--- src/rtl/pipeline_pkg.sv ---
// Shared pipeline definitions.
// Holds the register-index width, the hardwired-zero register number and
// the hazard FSM state encoding used by the stall unit and its comparators.
package pipeline_pkg;

    localparam int unsigned REG_W = 4;
    localparam logic [REG_W-1:0] REG_ZERO = 4'b0000;

    typedef enum logic [1:0] {
        HZ_IDLE = 2'b00,
        HZ_HOLD = 2'b01
    } hazard_state_t;

endpackage

--- src/rtl/hazard_src_match.sv ---
// Source/destination comparator.
// Compares NUM_SRC ID-stage source register numbers against one EXE-stage
// destination and reports whether any of them depends on it.
// Ports:
//   src_i    NUM_SRC packed register numbers
//   dst_i    destination register number
//   wr_en_i  destination is actually written
//   match_o  at least one nonzero source equals the destination
module hazard_src_match
    import pipeline_pkg::*;
#(
    parameter int unsigned NUM_SRC = 6
) (
    input  logic [NUM_SRC-1:0][REG_W-1:0] src_i,
    input  logic [REG_W-1:0]              dst_i,
    input  logic                          wr_en_i,
    output logic                          match_o
);

    always_comb begin
        match_o = 1'b0;
        for (int i = 0; i < NUM_SRC; i++) begin
            // Register zero is hardwired and never carries a dependency.
            if (wr_en_i && (src_i[i] != REG_ZERO) && (src_i[i] == dst_i)) begin
                match_o = 1'b1;
            end
        end
    end

endmodule

--- src/rtl/hazard_stall_unit.sv ---
// Pipeline hazard and stall controller.
// Detects load-use hazards against the EXE-stage load (including the late
// second register of a load-pair), freezes the pipeline on a memory wait,
// flushes on a taken branch and counts bubble cycles.
// Ports:
//   clk, rst_n                    clock, synchronous active-low reset
//   src*_ID, store_src*_ID        ID-stage source registers
//   write_reg_EXE, write_reg2_EXE EXE-stage destinations
//   reg_write_en_EXE, mem_read_EXE, dual_load_EXE, mem_busy,
//   branch_taken_EXE, clear_stats control inputs
//   pc_en, if_id_en, id_ex_bubble, if_id_flush, id_ex_flush, mem_stall
//                                 combinational pipeline controls
//   hazard_state                  registered FSM state
//   stall_cycles                  saturating bubble-cycle counter
module hazard_stall_unit
    import pipeline_pkg::*;
#(
    parameter int unsigned NUM_SRC = 6,
    parameter int unsigned CNT_W   = 16
) (
    input  logic             clk,
    input  logic             rst_n,
    input  logic [REG_W-1:0] src1_ID,
    input  logic [REG_W-1:0] src2_ID,
    input  logic [REG_W-1:0] src3_ID,
    input  logic [REG_W-1:0] src4_ID,
    input  logic [REG_W-1:0] store_src_ID,
    input  logic [REG_W-1:0] store_src2_ID,
    input  logic [REG_W-1:0] write_reg_EXE,
    input  logic [REG_W-1:0] write_reg2_EXE,
    input  logic             reg_write_en_EXE,
    input  logic             mem_read_EXE,
    input  logic             dual_load_EXE,
    input  logic             mem_busy,
    input  logic             branch_taken_EXE,
    input  logic             clear_stats,
    output logic             pc_en,
    output logic             if_id_en,
    output logic             id_ex_bubble,
    output logic             if_id_flush,
    output logic             id_ex_flush,
    output logic             mem_stall,
    output logic [1:0]       hazard_state,
    output logic [CNT_W-1:0] stall_cycles
);

    localparam int unsigned NUM_PORTS = 6;

    hazard_state_t    state_q, state_d;
    logic [CNT_W-1:0] stall_cycles_q, stall_cycles_d;

    logic [NUM_PORTS-1:0][REG_W-1:0] port_src;
    logic [NUM_SRC-1:0][REG_W-1:0]   src_vec;
    logic                            match1, match2;
    logic                            hz1, hz2;

    assign port_src = {store_src2_ID, store_src_ID, src4_ID, src3_ID, src2_ID, src1_ID};

    // Sources beyond the physical ports read as register zero (never match).
    for (genvar g = 0; g < NUM_SRC; g++) begin : g_src
        if (g < NUM_PORTS) begin : g_port
            assign src_vec[g] = port_src[g];
        end else begin : g_zero
            assign src_vec[g] = REG_ZERO;
        end
    end

    hazard_src_match #(
        .NUM_SRC (NUM_SRC)
    ) u_match1 (
        .src_i   (src_vec),
        .dst_i   (write_reg_EXE),
        .wr_en_i (reg_write_en_EXE),
        .match_o (match1)
    );

    hazard_src_match #(
        .NUM_SRC (NUM_SRC)
    ) u_match2 (
        .src_i   (src_vec),
        .dst_i   (write_reg2_EXE),
        .wr_en_i (reg_write_en_EXE),
        .match_o (match2)
    );

    assign hz1 = mem_read_EXE & match1;
    // The second load-pair register lands a cycle late, hence the extra hold.
    assign hz2 = mem_read_EXE & dual_load_EXE & match2;

    // Pipeline controls and next state, in priority order.
    always_comb begin
        pc_en        = 1'b1;
        if_id_en     = 1'b1;
        id_ex_bubble = 1'b0;
        if_id_flush  = 1'b0;
        id_ex_flush  = 1'b0;
        mem_stall    = 1'b0;
        state_d      = state_q;

        if (!rst_n) begin
            pc_en        = 1'b0;
            if_id_en     = 1'b0;
            id_ex_bubble = 1'b1;
            state_d      = HZ_IDLE;
        end else if (mem_busy) begin
            pc_en     = 1'b0;
            if_id_en  = 1'b0;
            mem_stall = 1'b1;
        end else if (branch_taken_EXE) begin
            if_id_flush = 1'b1;
            id_ex_flush = 1'b1;
            state_d     = HZ_IDLE;
        end else if (state_q == HZ_HOLD) begin
            pc_en        = 1'b0;
            if_id_en     = 1'b0;
            id_ex_bubble = 1'b1;
            state_d      = HZ_IDLE;
        end else if (hz1 || hz2) begin
            pc_en        = 1'b0;
            if_id_en     = 1'b0;
            id_ex_bubble = 1'b1;
            state_d      = hz2 ? HZ_HOLD : HZ_IDLE;
        end else begin
            state_d = HZ_IDLE;
        end
    end

    // Saturating bubble counter; a memory wait freezes it along with the FSM.
    always_comb begin
        stall_cycles_d = stall_cycles_q;
        if (!mem_busy) begin
            if (clear_stats) begin
                stall_cycles_d = '0;
            end else if (id_ex_bubble && (stall_cycles_q != {CNT_W{1'b1}})) begin
                stall_cycles_d = stall_cycles_q + CNT_W'(1);
            end
        end
    end

    always_ff @(posedge clk) begin
        if (!rst_n) begin
            state_q        <= HZ_IDLE;
            stall_cycles_q <= '0;
        end else begin
            state_q        <= state_d;
            stall_cycles_q <= stall_cycles_d;
        end
    end

    assign hazard_state = state_q;
    assign stall_cycles = stall_cycles_q;

endmodule
--- config.mk ---
export PLATFORM = sky130hd
export DESIGN_NAME = hazard_stall_unit
export DESIGN_NICKNAME = d
export VERILOG_FILES = /design/src/rtl/pipeline_pkg.sv /design/src/rtl/hazard_src_match.sv /design/src/rtl/hazard_stall_unit.sv
export SDC_FILE = /design/constraint.sdc
export NUM_CORES = 1
export LEC_CHECK = 0
export ABC_AREA = 1
export CAP_MARGIN = 20
export CORE_ASPECT_RATIO = 0.7
export CORE_MARGIN = 2
export CORE_UTILIZATION = 45
export CTS_CLUSTER_SIZE = 8
export DETAILED_ROUTE_END_ITERATION = 10
export GPL_TIMING_DRIVEN = 0
export PLACE_DENSITY = 0.78
export RECOVER_POWER = 100
export SLEW_MARGIN = 20
export SYNTH_ARGS = -nofsm -noshare
export SYNTH_HDL_FRONTEND = slang
export SYNTH_HIERARCHICAL = 1
export SYNTH_SLANG_ARGS = --single-unit
--- constraint.sdc ---
create_clock -name clk -period 1.8 [get_ports clk]
set_input_delay 0.27 -clock clk [delete_from_list [all_inputs] [get_ports clk]]
set_output_delay 0.27 -clock clk [all_outputs]
set_load 0.1 [all_outputs]
==> results of run 1 <==
==> cell usage after synthesis (all sizes together) (2+ instances only) <==
library cell,number
clkbuf,2
o21ai,3
buf,14
dfxtp,17
nand3,42
a21oi,22
a21boi,2
nor2,69
nand4,7
xnor2,7
nand2,198
xor2,3
inv,69
==> cell families after synthesis <==
kind of cell	count (synthesis)
flip-flops	17
AO/OA/AOI/OAI	29
adder cells (fa/ha/maj)	1
buffers and inverters	86
XOR/XNOR	10
other	1
AND/OR/NAND/NOR	318
==> critical path, delay by kind of cell <==
kind                   cells  cell delay (ns)
AND/OR/NAND/NOR           12             1.01
buffers and inverters      5             0.55
==> routing by layer <==
layer	part of all wire (%)	GRT usage (%)	vias to the layer above
li1	-	-	1562
met1	43	40.8	1473
met2	45	47.3	181
met3	11	6.86	20
met4	1.4	2.50	0
met5	0	0	-
==> repair_timing <==
action / in CTS / in global routing
cloned: 5 / 0
endpoints found under the setup margin: 39 / 38
pin swaps: 17 / 39
buffers inserted: 13 / 6
resized for setup: 213 / 118
==> power breakdown <==
part / internal [uW] / total, uW / switching [uW]
clock: 154 / 309 / 155
combinational: 303 / 820 / 517
sequential: 389 / 411 / 22.5
==> cells in the final DEF, fill, tap and decap left out, types with 5 or more instances in the layout <==
master | netlist | routed
nand4_1 | 7 | 7
a21oi_1 | 22 | 5
nand2_1 | 193 | 166
nand3_2 | 3 | 10
nor2_4 | 3 | 5
inv_2 | 9 | 11
nand2_2 | 3 | 19
buf_8 | 1 | 6
buf_6 | 8 | 13
buf_2 | 2 | 17
nor2_2 | 3 | 11
dfxtp_1 | 17 | 13
buf_4 | 3 | 17
a21oi_2 | 0 | 16
inv_1 | 60 | 51
buf_12 | 0 | 7
nand3_1 | 39 | 31
clkbuf_2 | 0 | 15
xnor2_1 | 7 | 7
nor2_1 | 63 | 53
nand2_4 | 2 | 11
==> through the flow <==
stage / cells / power, uW
floorplan: 462 / 876
finish: 611 / 1540
detailed placement: 589 / 1100
CTS: 610 / 1460
global route: 611 / 1620
global placement: 589 / 1080
==> registers in the layout (all words and copies together) (netlist names) <==
name,flops
hazard_state,1
stall_cycles,16
==> how the worst min path moves through the flow <==
stage / start / endpoint
floorplan: mem_read_EXE / hazard_state[0]$_SDFFE_PN0N_
global placement: stall_cycles[8]$_SDFFE_PN0P_ / stall_cycles[8]$_SDFFE_PN0P_
detailed placement: stall_cycles[8]$_SDFFE_PN0P_ / stall_cycles[8]$_SDFFE_PN0P_
CTS: stall_cycles[8]$_SDFFE_PN0P_ / stall_cycles[8]$_SDFFE_PN0P_
global route: stall_cycles[0]$_SDFFE_PN0P_ / stall_cycles[0]$_SDFFE_PN0P_
finish: stall_cycles[0]$_SDFFE_PN0P_ / stall_cycles[0]$_SDFFE_PN0P_
==> area by class of cell <==
| cell class | instances | share of cell area, % |
|---|---|---|
| Buffer | 14 | 5.35 |
| Clock buffer | 3 | 1.15 |
| Clock inverter | 1 | 0.140 |
| Inverter | 70 | 8.61 |
| Multi-Input combinational cell | 359 | 53.6 |
| Sequential cell | 17 | 9.80 |
| Tap cell | 69 | 2.41 |
| Timing Repair Buffer | 78 | 18.9 |
==> run_results.csv, run 1 <==
group,metric,value,unit
logic_synthesis,syn_area,0.00235,sq mm
grt,grt_start_max_net_pins,13,
logic_synthesis,synth_edf_count,0,
setup_path,r2r-start,"stall_cycles[0]$_SDFFE_PN0P_",
detailed_routing,drc,0,
setup_path,arrival,1.83,ns
placement,post_dp_cell_area,0.00316,sq mm
logic_synthesis,netlist_top_cells_area,"nand2_1 (31%), dfxtp_1 (14%), nor2_1 (10%)",
cts,tritoncts,"built",
setup_path,reg2reg_slack,0.01,ns
outcome,violations,"negative setup slack",
final_layout,multi_input_area,0.00192,sq mm
grt,grt_overflow_total,0,
logic_synthesis,yosys.area_share.simple,56.8,%
setup_path,crit-reg2reg-capture,"stall_cycles[12]$_SDFFE_PN0P_",
logic_synthesis,synth_compound_area_share,6.54,%
timing,fin_ws,-0.299,ns
cts,clockRootBuffer,"clkbuf_8",
final_layout,register_area,350,sq um
logic_synthesis,synth_top_family_by_area,"simple AND/OR/NAND/NOR gates",
final_layout,drive_gt1_share,34.3,%
logic_synthesis,syn_inst,462,
logic_synthesis,synth_warnings,6,
cts,cts-htree-levels,1,
detailed_routing,drt_wl_total,8.96,mm
timing,period_minus_slack,2.10,ns
logic_synthesis,avgSynthCellArea,5.09,sq um
logic_synthesis,synth.top_cell.area_share,30.8,%
final_layout,diodes,0,
placement,post-dp-hpwl,5.79,mm
timing,holdWs,0.528,ns
grt,grt_pass1_wl,13.8,mm
die,boundaryPins,64,
die,core-area,0.00491,sq mm
outcome,status,"complete, but fails checks",
logic_synthesis,seq_area_frac_synth,14.5,%
logic_synthesis,yosysUniqueCellTypes,30,
cts,cts_hold_buffers,0,
timing,fin_skew,0.00240,ns
die,die_area,0.00583,sq mm
die,die_width,90.4,um
timing,rsz0062_at_grt,"true",
pwr,powerDensity,431,mW/mm^2
cts,numCtsBuffers,3,
timing,finalHoldViolCount,0,
final_layout,utilization,72.8,%
die,dieHeight,64.5,um
final_layout,area_growth,52.0,%
detailed_routing,dr_total_vias,3236,
pwr,p_leak,0.00188,uW
placement,place_ws,-1.85,ns
timing,slew_headroom,36.6,%
logic_synthesis,synth_fa_ha_area_share,0.532,%
timing,finalCritPeriodShare,117,%
detailed_routing,drt_first_pass_iters,6,
grt,grt_pass1_vias,2928,
setup_path,r2r_cells,12,
setup_path,path_class,"input pin to primary output",
cts,clk_pin_slew_worst_paths,0.08,ns
timing,setup_tns,-3.90,ns
logic_synthesis,synthArstFlopShare,0,%
timing,max_freq,477,MHz
setup_path,worstPathCellList,"buf_8, clkinv_8, buf_8, nand2_4, nand2_2, nor2_2, nand3_1, nand2_1, nor2_1, nand2_1, nand3_2, nand3_2, nand2_4, nand2_4, nor2_4, buf_12, buf_12",
detailed_routing,avgViaCountPerCell,5.30,
logic_synthesis,yosys.area.top_type,"nand2_1",
timing,worstMarginPinSlew,0.955,ns
hold_path,min_path_cells,2,
cts,clockBufferDepth,2,
setup_path,startpoint_type,"input pin",
cts,cts.sinks,17,
logic_synthesis,syn_nets,503,
pwr,ir_drop,254,uV
die,num_rows,21,
die,start_util,47.9,%
timing,finalSetupViolCount,20,
cts,worstSkewPairLatency,0.26,ns
placement,gp_congestion,0.999,
final_layout,final_nets,584,
setup_path,cp-end-kind,"primary output",
hold_path,hold_class,"flop to flop",
detailed_routing,drt-initial-drc-count,386,
setup_path,critPathSlowestCell,"nor2_4",
detailed_routing,postRouteAntennaNets,0,
detailed_routing,wl_per_cell,14.7,um
setup_path,crit_end,"pc_en",
placement,io_buffers,58,
final_layout,fin_area,0.00358,sq mm
logic_synthesis,synth.mux.area_fraction,0,%
setup_path,crit_top_cell,"nand2_4",
logic_synthesis,synth-seq-cells,17,
grt,grt.total_usage,29.0,%
setup_path,worstPathRequired,1.53,ns
logic_synthesis,synthXorXnorAreaFrac,3.72,%
timing,drv_slew,0,
setup_path,path_max_fanout,5,
setup_path,critPathMaxStageDelay,0.16,ns
setup_path,cp-startpoint,"write_reg2_EXE[0]",
grt,antenna_found_initial,0,
run,cap_violations,0,
logic_synthesis,synth_ff_type,"dfxtp_1",
final_layout,layout.filler_cells,415,
(Power assumes the default switching activity.)
==> run 2, diff against run 1 <==
Settings changed: PLACE_DENSITY 0.78 to 0.82.
==> run_results.csv, run 2 (synthesis gave the netlist of run 1 again) <==
group,metric,value,unit
pwr,p_leak,0.00182,uW
setup_path,path_max_fanout,4,
timing,finalSetupViolCount,20,
grt,grt_pass1_wl,13.4,mm
setup_path,cp-startpoint,"store_src_ID[3]",
grt,grt_pass1_vias,2842,
setup_path,cp-end-kind,"primary output",
timing,finalHoldViolCount,0,
final_layout,fin_area,0.00354,sq mm
final_layout,final_cell_mix,"nand2_1 (180), inv_1 (50), nor2_1 (49)",
cts,worstSkewPairLatency,0.26,ns
timing,drv_slew,0,
die,dieHeight,64.5,um
timing,finalCritPeriodShare,118,%
setup_path,r2r-start,"stall_cycles[1]$_SDFFE_PN0P_",
pwr,p_int,862,uW
final_layout,largest_register_ffs,16,
grt,grt.total_usage,28.4,%
placement,io_buffers,58,
detailed_routing,dr_total_vias,3245,
placement,gp_congestion,1.06,
detailed_routing,drt_wl_total,8.97,mm
grt,antenna_found_initial,0,
pwr,finalPower,1550,uW
detailed_routing,drt-initial-drc-count,479,
timing,holdWs,0.493,ns
hold_path,hold_class,"flop to flop",
grt,grt_start_max_net_pins,13,
cts,clockRootBuffer,"clkbuf_8",
pwr,powerDensity,437,mW/mm^2
timing,period_minus_slack,2.13,ns
final_layout,utilization,72.1,%
die,num_rows,21,
detailed_routing,wl_per_cell,14.8,um
setup_path,worstPathRequired,1.53,ns
timing,max_freq,469,MHz
cts,cts_hold_buffers,0,
placement,post-dp-hpwl,5.78,mm
detailed_routing,avgViaCountPerCell,5.36,
cts,cts.sinks,17,
detailed_routing,drc,0,
timing,fin_ws,-0.330,ns
cts,tritoncts,"built",
final_layout,drive_gt1_share,30.8,%
outcome,violations,"negative setup slack",
timing,slew_headroom,35.2,%
timing,fin_skew,0.00318,ns
final_layout,diodes,0,
run,cap_violations,0,
final_layout,mostFrequentLayoutCell,"nand2_1",
pwr,p_switching,685,uW
grt,grt_overflow_total,0,
die,start_util,47.9,%
placement,place_ws,-1.84,ns
detailed_routing,postRouteAntennaNets,0,
final_layout,area_growth,50.5,%
outcome,status,"complete, but fails checks",
cts,clk_pin_slew_worst_paths,0.07,ns
setup_path,startpoint_type,"input pin",
die,die_width,90.4,um
cts,clockBufferDepth,2,
placement,post_dp_cell_area,0.00316,sq mm
hold_path,worstHoldStart,"stall_cycles[7]$_SDFFE_PN0P_",
final_layout,final_nets,578,
cts,cts-htree-levels,1,
pwr,seq_power_share,26.5,%
timing,rsz0062_at_grt,"true",
die,boundaryPins,64,
pwr,pwr-share-clk,20.0,%
die,die_area,0.00583,sq mm
die,core-area,0.00491,sq mm
setup_path,path_class,"input pin to primary output",
setup_path,arrival,1.86,ns
cts,numCtsBuffers,3,
detailed_routing,drt_first_pass_iters,5,
pwr,p_sw_share,44.3,%
pwr,power_frac_comb,53.5,%
timing,worstMarginPinSlew,0.976,ns
pwr,ir_drop,286,uV
run 2: final cells by class:
class	instances	area, sq um
Buffer	14	198
Sequential cell	17	359
Multi-Input combinational cell	359	1830
Clock buffer	4	45.0
Fill cell	420	1370
Tap cell	69	86.3
Inverter	70	300
Timing Repair Buffer	72	723
run 2: path summary, 6_finish.rpt:
kind                            slack (ns)  cells past startpoint                            to
worst max-delay path                 -0.33                     14                         pc_en
worst min-delay path                  0.49                      2  stall_cycles[7]$_SDFFE_PN0P_
worst max register to register       -0.05                     12  stall_cycles[1]$_SDFFE_PN0P_
worst min register to register        0.49                      2  stall_cycles[7]$_SDFFE_PN0P_
run 2: worst max-delay path, stage by stage:
cell and delay, ns:
buf_4 0.15, nor2_4 0.12, nand2_1 0.08, a21oi_2 0.16, nor2_2 0.06, nor2_2 0.15, nand2_1 0.10, nand2_1 0.08
nand3_2 0.09, nand2_4 0.10, nand2_4 0.07, nor2_4 0.16, buf_12 0.11, buf_12 0.16
run 2: through the flow:
step / setup TNS (ns) / instances
final: -5.24 / 605
after global routing: -7.32 / 605
after CTS: -2.07 / 602
after detailed placement: -22.85 / 589
after global placement: -21.79 / 589
after floorplan: -0.638 / 462
run 2: what timing repair did:
item	4_1_cts	5_1_grt
buffers inserted	5	4
hold endpoints to repair	0	0
setup endpoints to repair	39	33
resized for setup	218	87
gates cloned	4	1
pin swaps	29	30
run 2: per-layer routing:
metal  wire length (um)  GRT usage, %  vias up
met5                  0             0        -
met4                180          5.19        0
met3               1140          6.63       26
met2               3880          45.3      233
met1               3770          39.7     1435
li1                   -             -     1551
run 2: power groups by stage:
stage / sequential, uW / clock (uW) / combinational, uW
after floorplan: 502 / 0 / 373
after global placement: 418 / 0 / 668
after detailed placement: 418 / 0 / 679
after CTS: 409 / 306 / 742
after global routing: 412 / 329 / 878
final: 411 / 309 / 827
